File: src/rtl/mm_pkg.sv
// Shared constants, index widths and collector state encoding for the
// matrix-multiply readout path.
package mm_pkg;
  localparam int PART_W = 8;
  localparam int NPARTS = 3;
  localparam int NRES   = 9;
  localparam int RES_W  = PART_W * NPARTS;
  localparam int RIDX_W = 4;
  localparam int PIDX_W = 2;

  typedef enum logic [1:0] {
    ST_IDLE    = 2'd0,
    ST_COLLECT = 2'd1,
    ST_DRAIN   = 2'd2
  } coll_state_e;
endpackage

File: src/rtl/result_collector_if.sv
// Slice-stream input and valid/ready result output of the result collector.
interface result_collector_if #(
  parameter int PART_W = mm_pkg::PART_W,
  parameter int NPARTS = mm_pkg::NPARTS
);
  logic                      part_valid;
  logic [PART_W-1:0]         part_data;
  logic [mm_pkg::RIDX_W-1:0] res_idx;
  logic [mm_pkg::PIDX_W-1:0] part_idx;
  logic                      res_valid;
  logic                      res_ready;
  logic [PART_W*NPARTS-1:0]  res_data;
  logic [mm_pkg::RIDX_W-1:0] res_index;

  modport slave (
    input  part_valid, part_data, res_idx, part_idx, res_ready,
    output res_valid, res_data, res_index
  );

  modport master (
    output part_valid, part_data, res_idx, part_idx, res_ready,
    input  res_valid, res_data, res_index
  );
endinterface

File: src/rtl/result_collector.sv
// Captures the 27-slice readout stream, checks ordering, reassembles the nine
// results into a local buffer and drains them in index order.
//   state      | meaning
//   ST_IDLE    | waiting for done; err holds its last value
//   ST_COLLECT | accepting slices in (rc, pc) order
//   ST_DRAIN   | presenting res_buf_q[dp] until each is accepted
module result_collector #(
  parameter int PART_W = mm_pkg::PART_W,
  parameter int NPARTS = mm_pkg::NPARTS,
  parameter int NRES   = mm_pkg::NRES,
  parameter int RES_W  = PART_W * NPARTS
) (
  input  logic              clk,
  input  logic              rst,
  input  logic              done,
  result_collector_if.slave bus,
  output logic              busy,
  output logic              err,
  output logic              all_done
);
  import mm_pkg::*;

  localparam logic [PIDX_W-1:0] LAST_PART = PIDX_W'(NPARTS - 1);
  localparam logic [RIDX_W-1:0] LAST_RES  = RIDX_W'(NRES - 1);

  coll_state_e       state_q, state_d;
  logic [PIDX_W-1:0] pc_q, pc_d;
  logic [RIDX_W-1:0] rc_q, rc_d;
  logic [RIDX_W-1:0] dp_q, dp_d;
  logic [RES_W-1:0]  asm_q, asm_d;
  logic [RES_W-1:0]  res_buf_q [NRES];
  logic [RES_W-1:0]  res_buf_d [NRES];
  logic              err_q, err_d;
  logic              all_done_q, all_done_d;
  logic [RES_W-1:0]  merged;
  logic              slice_ok;

  assign slice_ok = (bus.res_idx == rc_q) && (bus.part_idx == pc_q);

  always_comb begin
    state_d    = state_q;
    pc_d       = pc_q;
    rc_d       = rc_q;
    dp_d       = dp_q;
    asm_d      = asm_q;
    err_d      = err_q;
    all_done_d = 1'b0;
    res_buf_d  = res_buf_q;
    // Assembly register with the incoming slice already folded in, so the
    // last slice lands in the buffer on the same edge it arrives.
    merged = asm_q;
    merged[PART_W*pc_q +: PART_W] = bus.part_data;

    unique case (state_q)
      ST_IDLE: begin
        if (done) begin
          state_d = ST_COLLECT;
          err_d   = 1'b0;
          pc_d    = '0;
          rc_d    = '0;
        end
      end
      ST_COLLECT: begin
        if (bus.part_valid) begin
          if (slice_ok) begin
            asm_d = merged;
            if (pc_q == LAST_PART) begin
              res_buf_d[rc_q] = merged;
              pc_d = '0;
              rc_d = rc_q + RIDX_W'(1);
              if (rc_q == LAST_RES) begin
                state_d = ST_DRAIN;
                rc_d    = '0;
                dp_d    = '0;
              end
            end else begin
              pc_d = pc_q + PIDX_W'(1);
            end
          end else begin
            err_d   = 1'b1;
            state_d = ST_IDLE;
          end
        end
      end
      ST_DRAIN: begin
        if (bus.res_ready) begin
          if (dp_q == LAST_RES) begin
            state_d    = ST_IDLE;
            dp_d       = '0;
            all_done_d = 1'b1;
          end else begin
            dp_d = dp_q + RIDX_W'(1);
          end
        end
      end
      default: state_d = ST_IDLE;
    endcase
  end

  always_ff @(posedge clk or negedge rst) begin
    if (!rst) begin
      state_q    <= ST_IDLE;
      pc_q       <= '0;
      rc_q       <= '0;
      dp_q       <= '0;
      asm_q      <= '0;
      err_q      <= 1'b0;
      all_done_q <= 1'b0;
      for (int i = 0; i < NRES; i++) res_buf_q[i] <= '0;
    end else begin
      state_q    <= state_d;
      pc_q       <= pc_d;
      rc_q       <= rc_d;
      dp_q       <= dp_d;
      asm_q      <= asm_d;
      err_q      <= err_d;
      all_done_q <= all_done_d;
      res_buf_q  <= res_buf_d;
    end
  end

  assign bus.res_valid = (state_q == ST_DRAIN);
  assign bus.res_data  = bus.res_valid ? res_buf_q[dp_q] : '0;
  assign bus.res_index = bus.res_valid ? dp_q : '0;
  assign busy          = (state_q != ST_IDLE);
  assign err           = err_q;
  assign all_done      = all_done_q;
endmodule

File: src/flat_wrapper.sv
// flat-port wrapper written by rule: the top's interface ports become plain ports
module result_collector_flat import mm_pkg::*;
#(
  parameter int PART_W = mm_pkg::PART_W,
  parameter int NPARTS = mm_pkg::NPARTS,
  parameter int NRES   = mm_pkg::NRES,
  parameter int RES_W  = PART_W * NPARTS
)
  (clk, rst, done, busy, err, all_done, bus_part_valid, bus_part_data, bus_res_idx, bus_part_idx, bus_res_ready, bus_res_valid, bus_res_data, bus_res_index);
  result_collector_if #(.PART_W(PART_W), .NPARTS(NPARTS)) bus_i ();
  input  logic clk;
  input  logic rst;
  input  logic done;
  output logic busy;
  output logic err;
  output logic all_done;
  input wire logic [$bits(bus_i.part_valid)-1:0] bus_part_valid;
  input wire logic [$bits(bus_i.part_data)-1:0] bus_part_data;
  input wire logic [$bits(bus_i.res_idx)-1:0] bus_res_idx;
  input wire logic [$bits(bus_i.part_idx)-1:0] bus_part_idx;
  input wire logic [$bits(bus_i.res_ready)-1:0] bus_res_ready;
  output wire logic [$bits(bus_i.res_valid)-1:0] bus_res_valid;
  output wire logic [$bits(bus_i.res_data)-1:0] bus_res_data;
  output wire logic [$bits(bus_i.res_index)-1:0] bus_res_index;
  assign bus_i.part_valid = bus_part_valid;
  assign bus_i.part_data = bus_part_data;
  assign bus_i.res_idx = bus_res_idx;
  assign bus_i.part_idx = bus_part_idx;
  assign bus_i.res_ready = bus_res_ready;
  assign bus_res_valid = bus_i.res_valid;
  assign bus_res_data = bus_i.res_data;
  assign bus_res_index = bus_i.res_index;
  result_collector #(.PART_W(PART_W), .NPARTS(NPARTS), .NRES(NRES), .RES_W(RES_W)) u_core (.clk(clk), .rst(rst), .done(done), .bus(bus_i), .busy(busy), .err(err), .all_done(all_done));
endmodule
File: config.mk
export PLATFORM = sky130hd
export DESIGN_NAME = result_collector_flat
export DESIGN_NICKNAME = d
export VERILOG_FILES = /design/src/rtl/mm_pkg.sv /design/src/rtl/result_collector_if.sv /design/src/rtl/result_collector.sv /design/src/flat_wrapper.sv
export SDC_FILE = /design/constraint.sdc
export NUM_CORES = 1
export LEC_CHECK = 0
export CAP_MARGIN = 20
export CELL_PAD_IN_SITES_DETAIL_PLACEMENT = 1
export CELL_PAD_IN_SITES_GLOBAL_PLACEMENT = 1
export CORE_AREA = 3 3 169 171
export DETAILED_ROUTE_END_ITERATION = 16
export DIE_AREA = 0 0 172 174
export HOLD_SLACK_MARGIN = 0.06
export PLACE_DENSITY = 0.79
export SETUP_SLACK_MARGIN = 0.3
export SLEW_MARGIN = 20
export SYNTH_ARGS = -nofsm -noshare
export SYNTH_HDL_FRONTEND = slang
export SYNTH_SLANG_ARGS = --single-unit
File: constraint.sdc
create_clock -name clk -period 2.95 [get_ports clk]
set_input_delay 0.59 -clock clk [delete_from_list [all_inputs] [get_ports clk]]
set_output_delay 0.59 -clock clk [all_outputs]
set_load 0.01 [all_outputs]
==> load_flow_metrics.sql <==
INSERT INTO impl_metrics (metric_group, metric, value, unit) VALUES
('drt', 'drt_first_pass_iters', '4', ''),
('logic_synthesis', 'yosys.area.top_type', 'dfrtp_1', ''),
('logic_synthesis', 'fraction_of_registers_with_async_set_reset', '1.00', ''),
('layout', 'finish.net_count', '967', ''),
('global_routing', 'grt_first_pass_wirelength', '50200', 'um'),
('global_routing', 'globalRoute.totalOverflow', '0', ''),
('drt', 'wl', '32200', 'um'),
('critical_path', 'timing.setup.critical_path_class', 'reg2out', ''),
('drt', 'dr.first_iter.drc_count', '462', ''),
('min_path', 'hp-class', 'in2async', ''),
('global_routing', 'first_global_vias', '8459', ''),
('flow_run', 'number_of_maximum_capacitance_constraint_violations', '0', ''),
('logic_synthesis', 'synth.top_cells.by_area', 'dfrtp_1 (52%), mux2_2 (21%), mux4_2 (8.9%)', ''),
('cts', 'cts-buffers-inserted', '27', ''),
('status', 'violations_in_the_final_reports', 'negative setup slack', ''),
('cts', 'tritoncts', 'built', ''),
('critical_path', 'kind_of_launch_point_of_the_worst_setup_path', 'register', ''),
('power', 'p_leak', '7.11', 'nW'),
('floorplan', 'die_area', '29900', 'um2'),
('cts', 'clock_sink_count', '254', ''),
('logic_synthesis', 'netlist_instances', '842', ''),
('layout', 'register_area', '6370', 'um2'),
('critical_path', 'path_buf_inv', '4', ''),
('critical_path', 'critical-path-slowest-cell', 'dfrtp_4', ''),
('critical_path', 'path_delay_family', 'multiplexers', ''),
('drt', 'route.antenna.remaining_nets', '0', ''),
('floorplan', 'die_width', '172', 'um'),
('sta', 'worst_slew_pin_slew', '863', 'ps'),
('logic_synthesis', 'post_synth_instance_area', '12100', 'um2'),
('floorplan', 'floorplan.rows', '60', ''),
('sta', 'clock_skew', '11.9', 'ps'),
('sta', 'post_route_fraction_of_the_period_consumed_by_the_critical_path', '1.01', ''),
('placement', 'gp_weighted_congestion', '0.759', ''),
('power', 'cellPowerDensity', '533', 'nW/um2'),
('cts', 'clk-insertion-delay-late', '530', 'ps'),
('cts', 'cts_buffer_depth', '3', ''),
('logic_synthesis', 'yosys.cell_types.count', '52', ''),
('power', 'total_design_power', '0.00783', 'W'),
('critical_path', 'path_max_fanout', '5', ''),
('drt', 'vias', '7499', ''),
('cts', 'clock-root-buffer', 'clkbuf_16', ''),
('drt', 'drt_drc_violations_left', '0', ''),
('logic_synthesis', 'yosysWarningCount', '0', ''),
('sta', 'final.hold.worst_slack', '79.3', 'ps'),
('logic_synthesis', 'synth_seq_cells', '254', ''),
('sta', 'max_slew_margin', '0.421', ''),
('critical_path', 'critical_path.endpoint_type', 'output pin', ''),
('power', 'pwr-share-comb', '0.107', ''),
('power', 'sw_pwr', '0.00207', 'W'),
('logic_synthesis', 'synth-edff-count', '0', ''),
('power', 'p_int', '0.00575', 'W'),
('floorplan', 'core', '27000', 'um2'),
('floorplan', 'die_height', '174', 'um'),
('layout', 'antenna_cells_inserted', '0', ''),
('logic_synthesis', 'syn_area_per_cell', '14.4', 'um2'),
('layout', 'drive_above_1_share', '0.487', ''),
('logic_synthesis', 'post-synth-top-area-fraction', '0.524', ''),
('drt', 'via_per_inst', '5.77', ''),
('power', 'power.share.switching', '0.265', ''),
('critical_path', 'critical_path_arrival', '2380', 'ps'),
('status', 'outcome', 'finished with violations', ''),
('sta', 'rsz0062_at_grt', 'yes', ''),
('logic_synthesis', 'synthFlopType', 'dfrtp_1', ''),
('sta', 'finalCriticalPeriod', '2970', 'ps'),
('global_routing', 'grtUsageTotal', '0.216', ''),
('sta', 'finalSetupViolations', '1', ''),
('power', 'clock_power_share', '0.432', ''),
('logic_synthesis', 'synthesis.nets', '871', ''),
('sta', 'post-route-worst-setup-slack', '-19.4', 'ps'),
('sta', 'clock.fmax', '337', 'MHz'),
('critical_path', 'timing.critical_path.mode_cell', 'buf_12', '');
[power by group through the flow]
stage | sequential, W | clock, W | combinational [W]
6_report | 0.00361 | 0.00338 | 0.000838
5_1_grt | 0.00361 | 0.00359 | 0.000936
4_1_cts | 0.00360 | 0.00344 | 0.000830
3_5_place_dp | 0.00367 | 0 | 0.000814
3_3_place_gp | 0.00366 | 0 | 0.000781
2_1_floorplan | 0.00364 | 0 | 0.000470
[cells by family after synthesis]
kind of cell	synth area share
flops	0.524
xor+xnor	0.00495
compound gates	0.0393
simple gates	0.0447
fa+ha+maj	0.0103
mux	0.342
buf+inv	0.0351
[synth_stat cells (all sizes together) (2+ instances only)]
| master | instances |
|---|---|
| nand2b | 3 |
| mux2i | 28 |
| nand4b | 3 |
| mux4 | 48 |
| a221o | 2 |
| buf | 33 |
| and4b | 2 |
| nand2 | 35 |
| inv | 32 |
| or2 | 3 |
| nor4b | 2 |
| o211ai | 2 |
| xor2 | 2 |
| or4 | 4 |
| and2 | 2 |
| nand3 | 9 |
| o21a | 2 |
| xnor2 | 4 |
| a21oi | 5 |
| nor3 | 6 |
| mux2 | 241 |
| nor4bb | 2 |
| o21ai | 28 |
| clkbuf | 26 |
| and3b | 2 |
| nand4 | 4 |
| nand3b | 2 |
| o2bb2ai | 25 |
| dfrtp | 254 |
| nor2b | 2 |
| nor2 | 10 |
| ha | 10 |
[sequential cells by signal, summed over array words and instances, names as in the netlist]
signal            cells
u_core.res_buf_q    216
u_core.asm_q         24
u_core.dp_q           4
u_core.rc_q           4
u_core.pc_q           2
u_core.state_q        2
u_core.all_done       1
u_core.err            1
[area by class of cell]
cell class	count	area share
clock buffer	37	0.0513
timing repair buffer	126	0.0952
sequential	254	0.434
inverter	32	0.00818
multi-input combinational	497	0.374
tap	341	0.0291
clock inverter	12	0.00801
[worst register-to-register path, stage by stage (launching register included)]
cell,delay [ps]
dfrtp_1,500
inv_1,180
ha_1,180
nor2b_2,270
nand3_1,140
or4_1,450
buf_4,310
mux2_2,360
[placed cells by master, fill, tap and decap left out, types with 18 or more instances in the layout]
master           instances
mux2_2                 221
mux2_4                  20
inv_1                   31
dfrtp_1                250
mux2i_1                 21
clkdlybuf4s50_1         23
buf_2                   23
nand2_1                 35
buf_4                   31
buf_12                  20
clkbuf_16               28
o2bb2ai_1               18
o21ai_1                 23
mux4_2                  48
[what timing repair did]
item                       in CTS  in global routing
gates resized for setup       127                 31
hold endpoints to repair        0                  0
pin swaps                       3                  9
hold buffers                    0                  0
setup buffers                  26                  7
setup endpoints to repair      25                 53
cloned                          4                  1
[metal layers]
layer / GRT usage / wire, um / vias to the layer above
met1: 0.285 / 13700 / 4049
met4: 0.0452 / 567 / 0
met5: 0 / 0 / -
met2: 0.383 / 17100 / 123
li1: - / - / 3287
met3: 0.0243 / 874 / 40
[path summary, 6_finish.rpt]
check / slack (ps) / startpoint / end / cells after the start
setup reg to reg: 450 / u_core.pc_q[0]$_DFFE_PN0P_ / u_core.res_buf_q[94]$_DFFE_PN0P_ / 7
max in group asynchronous: 2030 / rst / u_core.res_buf_q[158]$_DFFE_PN0P_ / 2
setup / recovery: -20 / u_core.dp_q[0]$_DFFE_PN0P_ / bus_res_data[10] / 7
hold reg to reg: 500 / u_core.res_buf_q[56]$_DFFE_PN0P_ / u_core.res_buf_q[56]$_DFFE_PN0P_ / 1
min in group clk: 500 / u_core.res_buf_q[56]$_DFFE_PN0P_ / u_core.res_buf_q[56]$_DFFE_PN0P_ / 1
hold / removal: 80 / rst / u_core.state_q[0]$_DFFE_PN0P_ / 1
[through the flow]
stage	TNS (ps)	util	setup slack (ps)	std cells	area, um2
floorplan	0	-	400	842	12100
global placement	0	0.491	131	1212	13300
detailed placement	0	0.491	66.2	1212	13300
CTS	-105	0.535	-46.8	1291	14400
global route	-537	0.543	-84.4	1299	14700
finish	-19.4	0.543	-19.4	1299	14700
Power figures use the tool's default switching activity.
